## config.mk

```make
export PLATFORM = sky130hd
export DESIGN_NAME = mem_copy_dma
export DESIGN_NICKNAME = d
export VERILOG_FILES = /design/src/rtl/mem_copy_dma.sv
export SDC_FILE = /design/constraint.sdc
export NUM_CORES = 1
export LEC_CHECK = 0
export ABC_AREA = 0
export CAP_MARGIN = 20
export CORE_ASPECT_RATIO = 0.75
export CORE_UTILIZATION = 35
export CTS_CLUSTER_SIZE = 25
export DETAILED_ROUTE_END_ITERATION = 7
export GPL_TIMING_DRIVEN = 0
export REMOVE_ABC_BUFFERS = 1
export SLEW_MARGIN = 20
export SYNTH_ARGS = -nofsm -noshare
export SYNTH_HDL_FRONTEND = slang
export SYNTH_SLANG_ARGS = --single-unit
```

## constraint.sdc

```tcl
create_clock -name clk -period 2.09 [get_ports clk]
set_input_delay 0.5225 -clock clk [delete_from_list [all_inputs] [get_ports clk]]
set_output_delay 0.5225 -clock clk [all_outputs]
set_load 0.05 [all_outputs]
```

## src/rtl/mem_copy_dma.sv

```systemverilog
// mem_copy_dma: byte-wise memory-to-memory copy engine, two cycles per byte
module mem_copy_dma #(
  parameter int ADDR_WIDTH = 12,
  parameter int DATA_WIDTH = 8
) (
  input  logic                  clk,
  input  logic                  reset,
  input  logic                  start,
  input  logic [ADDR_WIDTH-1:0] src,
  input  logic [ADDR_WIDTH-1:0] dst,
  input  logic [ADDR_WIDTH:0]   len,
  output logic                  busy,
  output logic                  done,
  output logic [ADDR_WIDTH-1:0] mem_addr,
  output logic [DATA_WIDTH-1:0] mem_wdata,
  output logic                  mem_we,
  input  logic [DATA_WIDTH-1:0] mem_rdata
);
  typedef enum logic [1:0] {IDLE, READ, WRITE, DONE} state_t;
  state_t                r_state;
  logic [ADDR_WIDTH-1:0] r_src;
  logic [ADDR_WIDTH-1:0] r_dst;
  logic [ADDR_WIDTH:0]   r_rem;
  // copy sequencer: one READ then one WRITE per byte, pointers advance on WRITE exit
  always_ff @(posedge clk) begin
    if (reset) begin
      r_state <= IDLE;
      r_src   <= '0;
      r_dst   <= '0;
      r_rem   <= '0;
    end else begin
      case (r_state)
        IDLE: if (start) begin
          r_src   <= src;
          r_dst   <= dst;
          r_rem   <= len;
          r_state <= (len != '0) ? READ : DONE;
        end
        READ: r_state <= WRITE;
        WRITE: begin
          r_src   <= r_src + ADDR_WIDTH'(1);
          r_dst   <= r_dst + ADDR_WIDTH'(1);
          r_rem   <= r_rem - (ADDR_WIDTH+1)'(1);
          r_state <= (r_rem == (ADDR_WIDTH+1)'(1)) ? DONE : READ;
        end
        default: r_state <= IDLE;
      endcase
    end
  end
  // outputs decode from state and pointers; write data passes straight through from the RAM
  always_comb begin
    busy      = (r_state == READ) || (r_state == WRITE);
    done      = r_state == DONE;
    mem_we    = r_state == WRITE;
    mem_addr  = (r_state == READ) ? r_src : (r_state == WRITE) ? r_dst : '0;
    mem_wdata = (r_state == WRITE) ? mem_rdata : '0;
  end
endmodule

```

* Word level (Yosys, flattened, before mapping)
Cells that the tools add are included.
** Word-level totals
- Input port bits :: 48
- Word-level logic and storage cells :: 30
- Flip-flop bits (word level) :: 39
- Output and inout bits :: 23
** Operators by class
- Add/subtract/negate cells :: 3
- Reductions and logical operators :: 5
- Muxes and demuxes :: 13
- Eq/ne operators :: 5
** Operators by type and width (number)
- $mux W12 :: 4
- $pmux W12 S2 :: 2
- $pmux W13 S2 :: 1
- $add A12 B1 Y12 const B :: 2
- $eq A13 B1 Y1 const B :: 1
- $mux W13 :: 1
- $reduce_bool A13 Y1 :: 1
- $sub A13 B1 Y13 const B :: 1
- $mux W8 :: 1
- $mux W2 :: 3
- $pmux W2 S3 :: 1
- $eq A2 B2 Y1 const B :: 2
- $eq A2 B1 Y1 const B :: 1
- $logic_not A2 Y1 :: 1
- $ne A2 B2 Y1 const B :: 1
- $reduce_and A2 Y1 :: 1
- $reduce_bool A2 Y1 :: 1
- $logic_or A1 B1 Y1 :: 1

* Longest topological paths before layout
Gate-level depths: netlist of run 1.
- Depth in word-level cells :: 4
- Depth in mapped cells :: 8
- Gate-level depth less buffers :: 6

* Worst setup path before layout of run 1
Ideal clock, no wire load.
- Path type :: register -> output
- Start :: reg r_state[0]
- End :: out mem_addr[10]
- Cell stages (with the launch flop) :: 8
- Data required time :: 1567 ps
- Setup slack :: -1196 ps
- Data arrival time :: 2763 ps
- Cell sequence :: dfxtp_1 > inv_1 > ha_1 > buf_2 > buf_2 > clkbuf_1 > nand2_1 > o21ai_0
** Between the ends
- Longest elaborated chain between the ends :: 3
- Elaborated cells between the ends (all ways) :: 4
- Those cells by class :: eq/ne (2); mux (2)
** RTL lines
- start: declaration :: RTL line 20 : state_t r_state;
- start signal: assignment :: RTL line 37 : r_state <= (len != '0) ? READ : DONE;
- start signal: assignment :: RTL line 44 : r_state <= (r_rem == (ADDR_WIDTH+1)'(1)) ? DONE : READ;
- $eq A2 B2 Y1
- via mem_we :: RTL line 16 : output logic mem_we,
- $mux W12 (2 in a row) :: RTL line 55 : mem_addr = (r_state == READ) ? r_src : (r_state == WRITE) ? r_dst : '0;
- end: declaration :: RTL line 14 : output logic [ADDR_WIDTH-1:0] mem_addr,
The timed path passes the listed nets, and every way through them passes these cells.

* Worst setup path in the final report of run 1
- Start :: reg r_state[0]
- End :: out mem_addr[6]
** Between the ends
- Longest elaborated chain between the ends :: 3
- Elaborated cells between the ends (all ways) :: 4
- Those cells by class :: eq/ne (2); mux (2)
** RTL lines (RTL line)
- $eq A2 B2 Y1 :: 55
- $mux W12 :: 55
- $mux W12 (*) :: 55
Mark *: on every way between the ends. The rest lies on a longest branch, timed or not.

==> results of run 1 <==
## repair_timing
item | CTS | global route
gates cloned | 5 | 0
setup buffers | 14 | 16
resized for setup | 142 | 43
pin swaps | 1 | 4
endpoints found under the setup margin | 58 | 44
## tightest hold or removal path, stage by stage, from the launching register on
cell     delay [ns]
dfxtp_1        0.32
nand3_1        0.06
o22ai_1        0.06
## metal layers
layer / vias to the layer above / GRT usage [%] / part of all wire [%]
li1: 1541 / - / -
met1: 1511 / 36.3 / 48
met2: 108 / 39.0 / 45
met3: 11 / 3.51 / 5.8
met4: 0 / 5.07 / 1.2
met5: - / 0 / 0
## per-stage QoR
step	TNS (ns)	instances	area (um2)	util [%]
after floorplan	-81.87	338	2570	-
after global placement	-128.07	509	3390	45.9
after detailed placement	-21.39	511	3460	46.7
after CTS	-0.390	538	3770	51.0
after global routing	-0.303	553	3990	53.9
final	-0.0699	553	3990	53.9
## synthesized netlist by cell type (2+ instances only)
master	instances	share of area, %
nand2_1	44	6.1
dfxtp_1	39	29
a21oi_1	31	5.8
nor2_1	25	3.5
o21ai_0	25	4.7
inv_1	14	2.0
clkbuf_1	13	1.8
nand3_1	13	2.4
buf_2	11	2.0
nor4_1	10	2.3
nor2b_1	9	2.1
a211oi_1	8	2.2
a22oi_1	8	2.2
and2_1	8	1.9
ha_1	8	3.7
nor3_1	8	1.5
o22ai_1	8	1.9
nand4_1	7	1.6
a31oi_1	6	1.4
and3_1	5	1.2
o311ai_0	5	1.6
nand2b_1	4	0.93
o32ai_1	4	1.3
a221oi_1	3	0.98
and4_1	3	0.98
o211ai_1	3	0.84
o2bb2ai_1	3	0.98
a21o_1	2	0.56
a311o_1	2	0.74
a41o_1	2	0.74
buf_4	2	0.56
mux2i_1	2	0.74
nand3b_1	2	0.56
nor3b_1	2	0.56
nor4b_1	2	0.65
o21bai_1	2	0.56
o31a_1	2	0.65
o31ai_1	2	0.56
or3_1	2	0.47
or4_1	2	0.56
## worst max-delay path by stage
stage	cells past startpoint	slack, ns	startpoint	end
finish	6	-0.07	r_state[0]	mem_addr[6]
global placement	5	-3.45	r_state[0]	mem_addr[0]
detailed placement	6	-1.31	r_state[0]	mem_addr[6]
floorplan	4	-2.76	r_state[0]	mem_addr[0]
CTS	6	-0.16	r_state[0]	mem_addr[6]
global route	6	-0.1	r_state[0]	mem_addr[6]
## power groups by stage
stage | clock, mW | sequential (mW) | combinational [mW]
6_report | 0.674 | 0.939 | 0.972
5_1_grt | 0.697 | 0.951 | 1.04
4_1_cts | 0.683 | 0.932 | 0.881
3_5_place_dp | 0 | 0.947 | 0.781
3_3_place_gp | 0 | 0.943 | 0.758
2_1_floorplan | 0 | 0.914 | 0.493
## state kept, by name, indices dropped and copies added (netlist names)
register,flops
r_dst,12
r_rem,13
r_src,12
r_state,2
## logic make-up after synthesis
logic type / count (synthesis) / share of synthesized area [%]
buffers and inverters: 41 / 6.51
and+or+nand+nor: 149 / 28.3
muxes: 5 / 2.23
AOI/OAI and AO/OA: 123 / 30.2
adders and majority gates: 8 / 3.72
DFF: 39 / 29.0
## area by class of cell
| type | instances | area, um2 | area share (%) |
|---|---|---|---|
| Clock buffer | 6 | 82.6 | 2.07 |
| Tap cell | 101 | 126 | 3.17 |
| Multi-Input combinational cell | 287 | 1870 | 46.8 |
| Timing Repair inverter | 1 | 7.51 | 0.188 |
| Clock inverter | 2 | 35.0 | 0.879 |
| Timing Repair Buffer | 103 | 1020 | 25.6 |
| Inverter | 14 | 58.8 | 1.48 |
| Sequential cell | 39 | 788 | 19.8 |
==> impl_metrics.env, run 1 <==
export IMPL_status="finished, violations left"
export IMPL_violations="setup timing"
export IMPL_grt_total_usage_pct=25.0
export IMPL_p_per_area_nw_per_um2=649
export IMPL_clk_pin_slew_worst_paths_ns=0.08
export IMPL_p_int_mw=1.65
export IMPL_dieArea_um2=8040
export IMPL_clock_skew_ns=0.0139
export IMPL_post_synth_cell_area_avg_um2=7.37
export IMPL_mostFrequentLayoutCells="clkdlybuf4s50_1, nand2_1, dfxtp_1, a21oi_1, buf_4"
export IMPL_start_kind="flip-flop"
export IMPL_holdPathStages=2
export IMPL_r2r_end="r_dst[7]"
export IMPL_drv_slew=0
export IMPL_dp_hpwl_um=5840
export IMPL_leakage_nw=1.50
export IMPL_critical_path_max_stage_delay_ns=0.37
export IMPL_cp_end_kind="output pin"
export IMPL_yosysWarnings=0
export IMPL_grt_max_degree=26
export IMPL_synth_seq_cells=39
export IMPL_overflow=0
export IMPL_via_per_inst=5.73
export IMPL_ys_flop_type="dfxtp_1"
export IMPL_path_class="reg2out"
export IMPL_nets=507
export IMPL_cp_data_required_time_ns=1.57
export IMPL_hold_violations=0
export IMPL_max_slew_margin_rel_pct=33.6
export IMPL_cp_data_arrival_time_ns=1.64
export IMPL_row_count=27
export IMPL_layout_commonest_cell="clkdlybuf4s50_1"
export IMPL_synthCells=365
export IMPL_hp_class="reg2reg"
export IMPL_worst_pin_slew_ns=0.987
export IMPL_cts_hold_buf=0
export IMPL_synth_edf_count=0
export IMPL_fin_hold_ws_ns=0.485
export IMPL_grt_setup_unrepaired="yes"
export IMPL_fin_crit_sh_pct=103
export IMPL_ys_types=54
export IMPL_grt_pass1_vias=2814
export IMPL_critPathBufInv=4
export IMPL_ant_nets=0
export IMPL_critPathTopFamily="buffers and inverters"
export IMPL_num_antenna_cells=0
export IMPL_drc_errors=0
export IMPL_clockBufferDepth=2
export IMPL_start_util_pct=36.3
export IMPL_area_delta_synth_final_pct=48.2
export IMPL_io_pins=71
export IMPL_period_needed_ns=2.16
export IMPL_dieWidth_um=103
export IMPL_peakVddDrop_mv=0.246
export IMPL_crit_chain="inv_4 -> ha_4 -> buf_12 -> clkinvlp_4 -> o31ai_1 -> buf_4"
export IMPL_core_region_area_um2=7400
export IMPL_p_clk_share_pct=26.1
export IMPL_antenna_found_initial=0
export IMPL_fin_ws_ns=-0.0699
export IMPL_wl_um=9860
export IMPL_routedWlPerCell_um=17.8
export IMPL_htree_levels=2
export IMPL_cp_max_fo=6
export IMPL_finalPower_mw=2.58
export IMPL_seq_area_frac_synth_pct=29.0
export IMPL_drive_above_1_share_pct=20.8
export IMPL_io_buffers=70
export IMPL_clock_root_buffer="clkbuf_8"
export IMPL_r2r_slack_ns=0.03
export IMPL_cts_sinks=39
export IMPL_hold_end="r_rem[11]"
export IMPL_die_height_um=77.9
export IMPL_clk_latency_ns=0.31
export IMPL_fillCellCount=700
export IMPL_dpl_worst_slack_ns=-1.31
export IMPL_via_count=3171
export IMPL_maxCapViolations=0
export IMPL_rr_worst_depth=7
export IMPL_async_flop_share_pct=0
export IMPL_fmax_mhz=463
export IMPL_comb_power_share_pct=37.6
export IMPL_power_switching_share_pct=36.3
export IMPL_drt_pass1_iterations=5
export IMPL_cts_buffers=5
export IMPL_worst_path_max_delay_cell="dfxtp_4"
export IMPL_drtIter0Drc=259
export IMPL_hp_start="r_rem[11]"
export IMPL_reg2reg_from="r_state[1]"
export IMPL_seqPwrFrac_pct=36.3
export IMPL_final_setup_viol_count=1
export IMPL_cts_tree="yes"
export IMPL_routabilityCongestion=0.825
export IMPL_p_sw_mw=0.938
export IMPL_grt_pass1_wl_um=15300
export IMPL_syn_area_um2=2690
No activity file was read; power rests on OpenSTA's default activity.
==> run 2, diff against run 1 <==
--- a/config.mk
+++ b/config.mk
@@ -5,7 +5,6 @@
 export SDC_FILE = /design/constraint.sdc
 export NUM_CORES = 1
 export LEC_CHECK = 0
-export ABC_AREA = 0
 export CAP_MARGIN = 20
 export CORE_ASPECT_RATIO = 0.75
 export CORE_UTILIZATION = 35
@@ -13,6 +12,7 @@
 export DETAILED_ROUTE_END_ITERATION = 7
 export GPL_TIMING_DRIVEN = 0
 export REMOVE_ABC_BUFFERS = 1
+export SETUP_SLACK_MARGIN = 0.4
 export SLEW_MARGIN = 20
 export SYNTH_ARGS = -nofsm -noshare
 export SYNTH_HDL_FRONTEND = slang
==> run 2 against run 1 <==
Register-to-register slack lost 0.11 ns; the flow still finishes with violations (setup timing); combinational power grew 57%; wire length grew 43%; final cell count grew 8.0%; critical path type is now reg2reg.
==> impl_metrics.env, run 2 (synthesis results as in run 1) <==
export IMPL_p_per_area_nw_per_um2=630
export IMPL_via_count=3867
export IMPL_drive_above_1_share_pct=40.9
export IMPL_grt_pass1_wl_um=18600
export IMPL_cts_tree="yes"
export IMPL_routedWlPerCell_um=23.5
export IMPL_regMostFlops="r_rem"
export IMPL_dpl_worst_slack_ns=-1.31
export IMPL_period_needed_ns=2.17
export IMPL_fin_crit_sh_pct=104
export IMPL_cts_sinks=39
export IMPL_io_pins=71
export IMPL_die_height_um=77.9
export IMPL_clockBufferDepth=2
export IMPL_area_delta_synth_final_pct=88.7
export IMPL_fin_hold_ws_ns=0.530
export IMPL_core_region_area_um2=7400
export IMPL_peakVddDrop_mv=0.304
export IMPL_grt_setup_unrepaired="yes"
export IMPL_rr_worst_depth=10
export IMPL_start_kind="flip-flop"
export IMPL_cp_data_required_time_ns=2.29
export IMPL_violations="setup timing"
export IMPL_cp_data_arrival_time_ns=2.37
export IMPL_hp_start="r_rem[11]"
export IMPL_status="finished, violations left"
export IMPL_htree_levels=2
export IMPL_r2r_slack_ns=-0.08
export IMPL_grt_total_usage_pct=30.8
export IMPL_r2r_end="r_src[7]"
export IMPL_layout_commonest_cell="clkdlybuf4s50_1"
export IMPL_hold_end="r_rem[11]"
export IMPL_cp_end_kind="flip-flop"
export IMPL_maxCapViolations=0
export IMPL_dieArea_um2=8040
export IMPL_top_regs="r_rem x13, r_dst x12, r_src x12"
export IMPL_max_slew_margin_rel_pct=20.8
export IMPL_wl_um=14100
export IMPL_dp_hpwl_um=5840
export IMPL_clock_root_buffer="clkbuf_8"
export IMPL_start_util_pct=36.3
export IMPL_antenna_found_initial=0
export IMPL_nets=551
export IMPL_grt_max_degree=26
export IMPL_leakage_nw=1.97
export IMPL_worst_pin_slew_ns=1.18
export IMPL_overflow=0
export IMPL_reg2reg_from="r_state[0]"
export IMPL_row_count=27
export IMPL_drtIter0Drc=421
export IMPL_holdPathStages=2
export IMPL_dieWidth_um=103
export IMPL_path_class="reg2reg"
export IMPL_mostFrequentLayoutCells="clkdlybuf4s50_1, buf_6, dfxtp_1, nand2_1, buf_4"
export IMPL_clock_skew_ns=0.0180
export IMPL_fin_ws_ns=-0.0831
export IMPL_num_antenna_cells=0
export IMPL_finish_instance_area_um2=5070
export IMPL_drc_errors=0
export IMPL_ant_nets=0
export IMPL_largest_register_ffs=13
export IMPL_hold_violations=0
export IMPL_io_buffers=70
export IMPL_cts_buffers=5
export IMPL_routabilityCongestion=0.825
export IMPL_clk_latency_ns=0.31
export IMPL_clk_pin_slew_worst_paths_ns=0.09
export IMPL_cp_max_fo=6
export IMPL_drt_pass1_iterations=6
export IMPL_final_setup_viol_count=11
export IMPL_drv_slew=0
export IMPL_via_per_inst=6.48
export IMPL_postPlaceCellArea_um2=3460
export IMPL_hp_class="reg2reg"
export IMPL_fmax_mhz=460
export IMPL_grt_pass1_vias=3309
==> run 2: changes by cell type in the layout (fill, tap and decap cells not counted), moves of 9 or more <==
cell	before	now
buf_8	0	14
a21oi_1	31	22
buf_6	12	38
o21ai_0	16	6
==> run 2: cell type report <==
type / count / area (um2)
multi-input combinational: 290 / 2310
inverter: 14 / 58.8
fill: 515 / 2320
sequential: 39 / 788
timing repair inverter: 1 / 7.51
timing repair buffer: 144 / 1670
tap: 101 / 126
clock inverter: 2 / 35.0
clock buffer: 6 / 82.6
==> run 2: power breakdown <==
group	leakage, nW	internal (mW)	switching, mW
registers	0.323	0.825	0.145
clock network	0.0612	0.387	0.310
logic	1.58	0.749	0.781
total	1.97	1.96	1.24
==> run 2: metal layers <==
layer  share of wire [%]  GRT usage [%]
met1                  40           42.4
met2                  46           46.4
met3                  10           5.86
met4                 4.3           13.2
met5                   0              0
==> run 2: worst max-delay path by stage <==
stage	startpoint	to	slack, ns	cells past startpoint
2_1_floorplan	r_state[0]	mem_addr[0]	-2.76	4
3_3_place_gp	r_state[0]	mem_addr[0]	-3.45	5
3_5_place_dp	r_state[0]	mem_addr[6]	-1.31	6
4_1_cts	r_state[0]	mem_addr[6]	-0.06	6
5_1_grt	r_state[0]	r_src[11]	-0.1	10
6_report	r_state[0]	r_src[7]	-0.08	10
==> run 2: critical path, stage by stage (launching register included) <==
cell	delay (ns)
dfxtp_4	0.38
inv_4	0.04
ha_4	0.18
buf_6	0.13
buf_16	0.14
buf_8	0.12
mux2_4	0.31
buf_12	0.15
and3_4	0.20
a211oi_4	0.29
nor4_2	0.11
==> run 2: per-stage QoR <==
stage | setup TNS, ns | cells | power, mW | utilization, %
2_1_floorplan | -81.87 | 338 | 1.41 | -
3_3_place_gp | -128.07 | 509 | 1.70 | 45.9
3_5_place_dp | -21.39 | 511 | 1.73 | 46.7
4_1_cts | -0.103 | 580 | 2.85 | 61.6
5_1_grt | -0.593 | 597 | 3.26 | 68.6
6_report | -0.431 | 597 | 3.20 | 68.6
==> run 2: timing repair <==
action / CTS / global route
cloned: 10 / 1
hold buffers: 0 / 0
gates resized for setup: 277 / 94
pin swaps: 18 / 38
buffers inserted: 51 / 16
endpoints found under the setup margin: 62 / 61
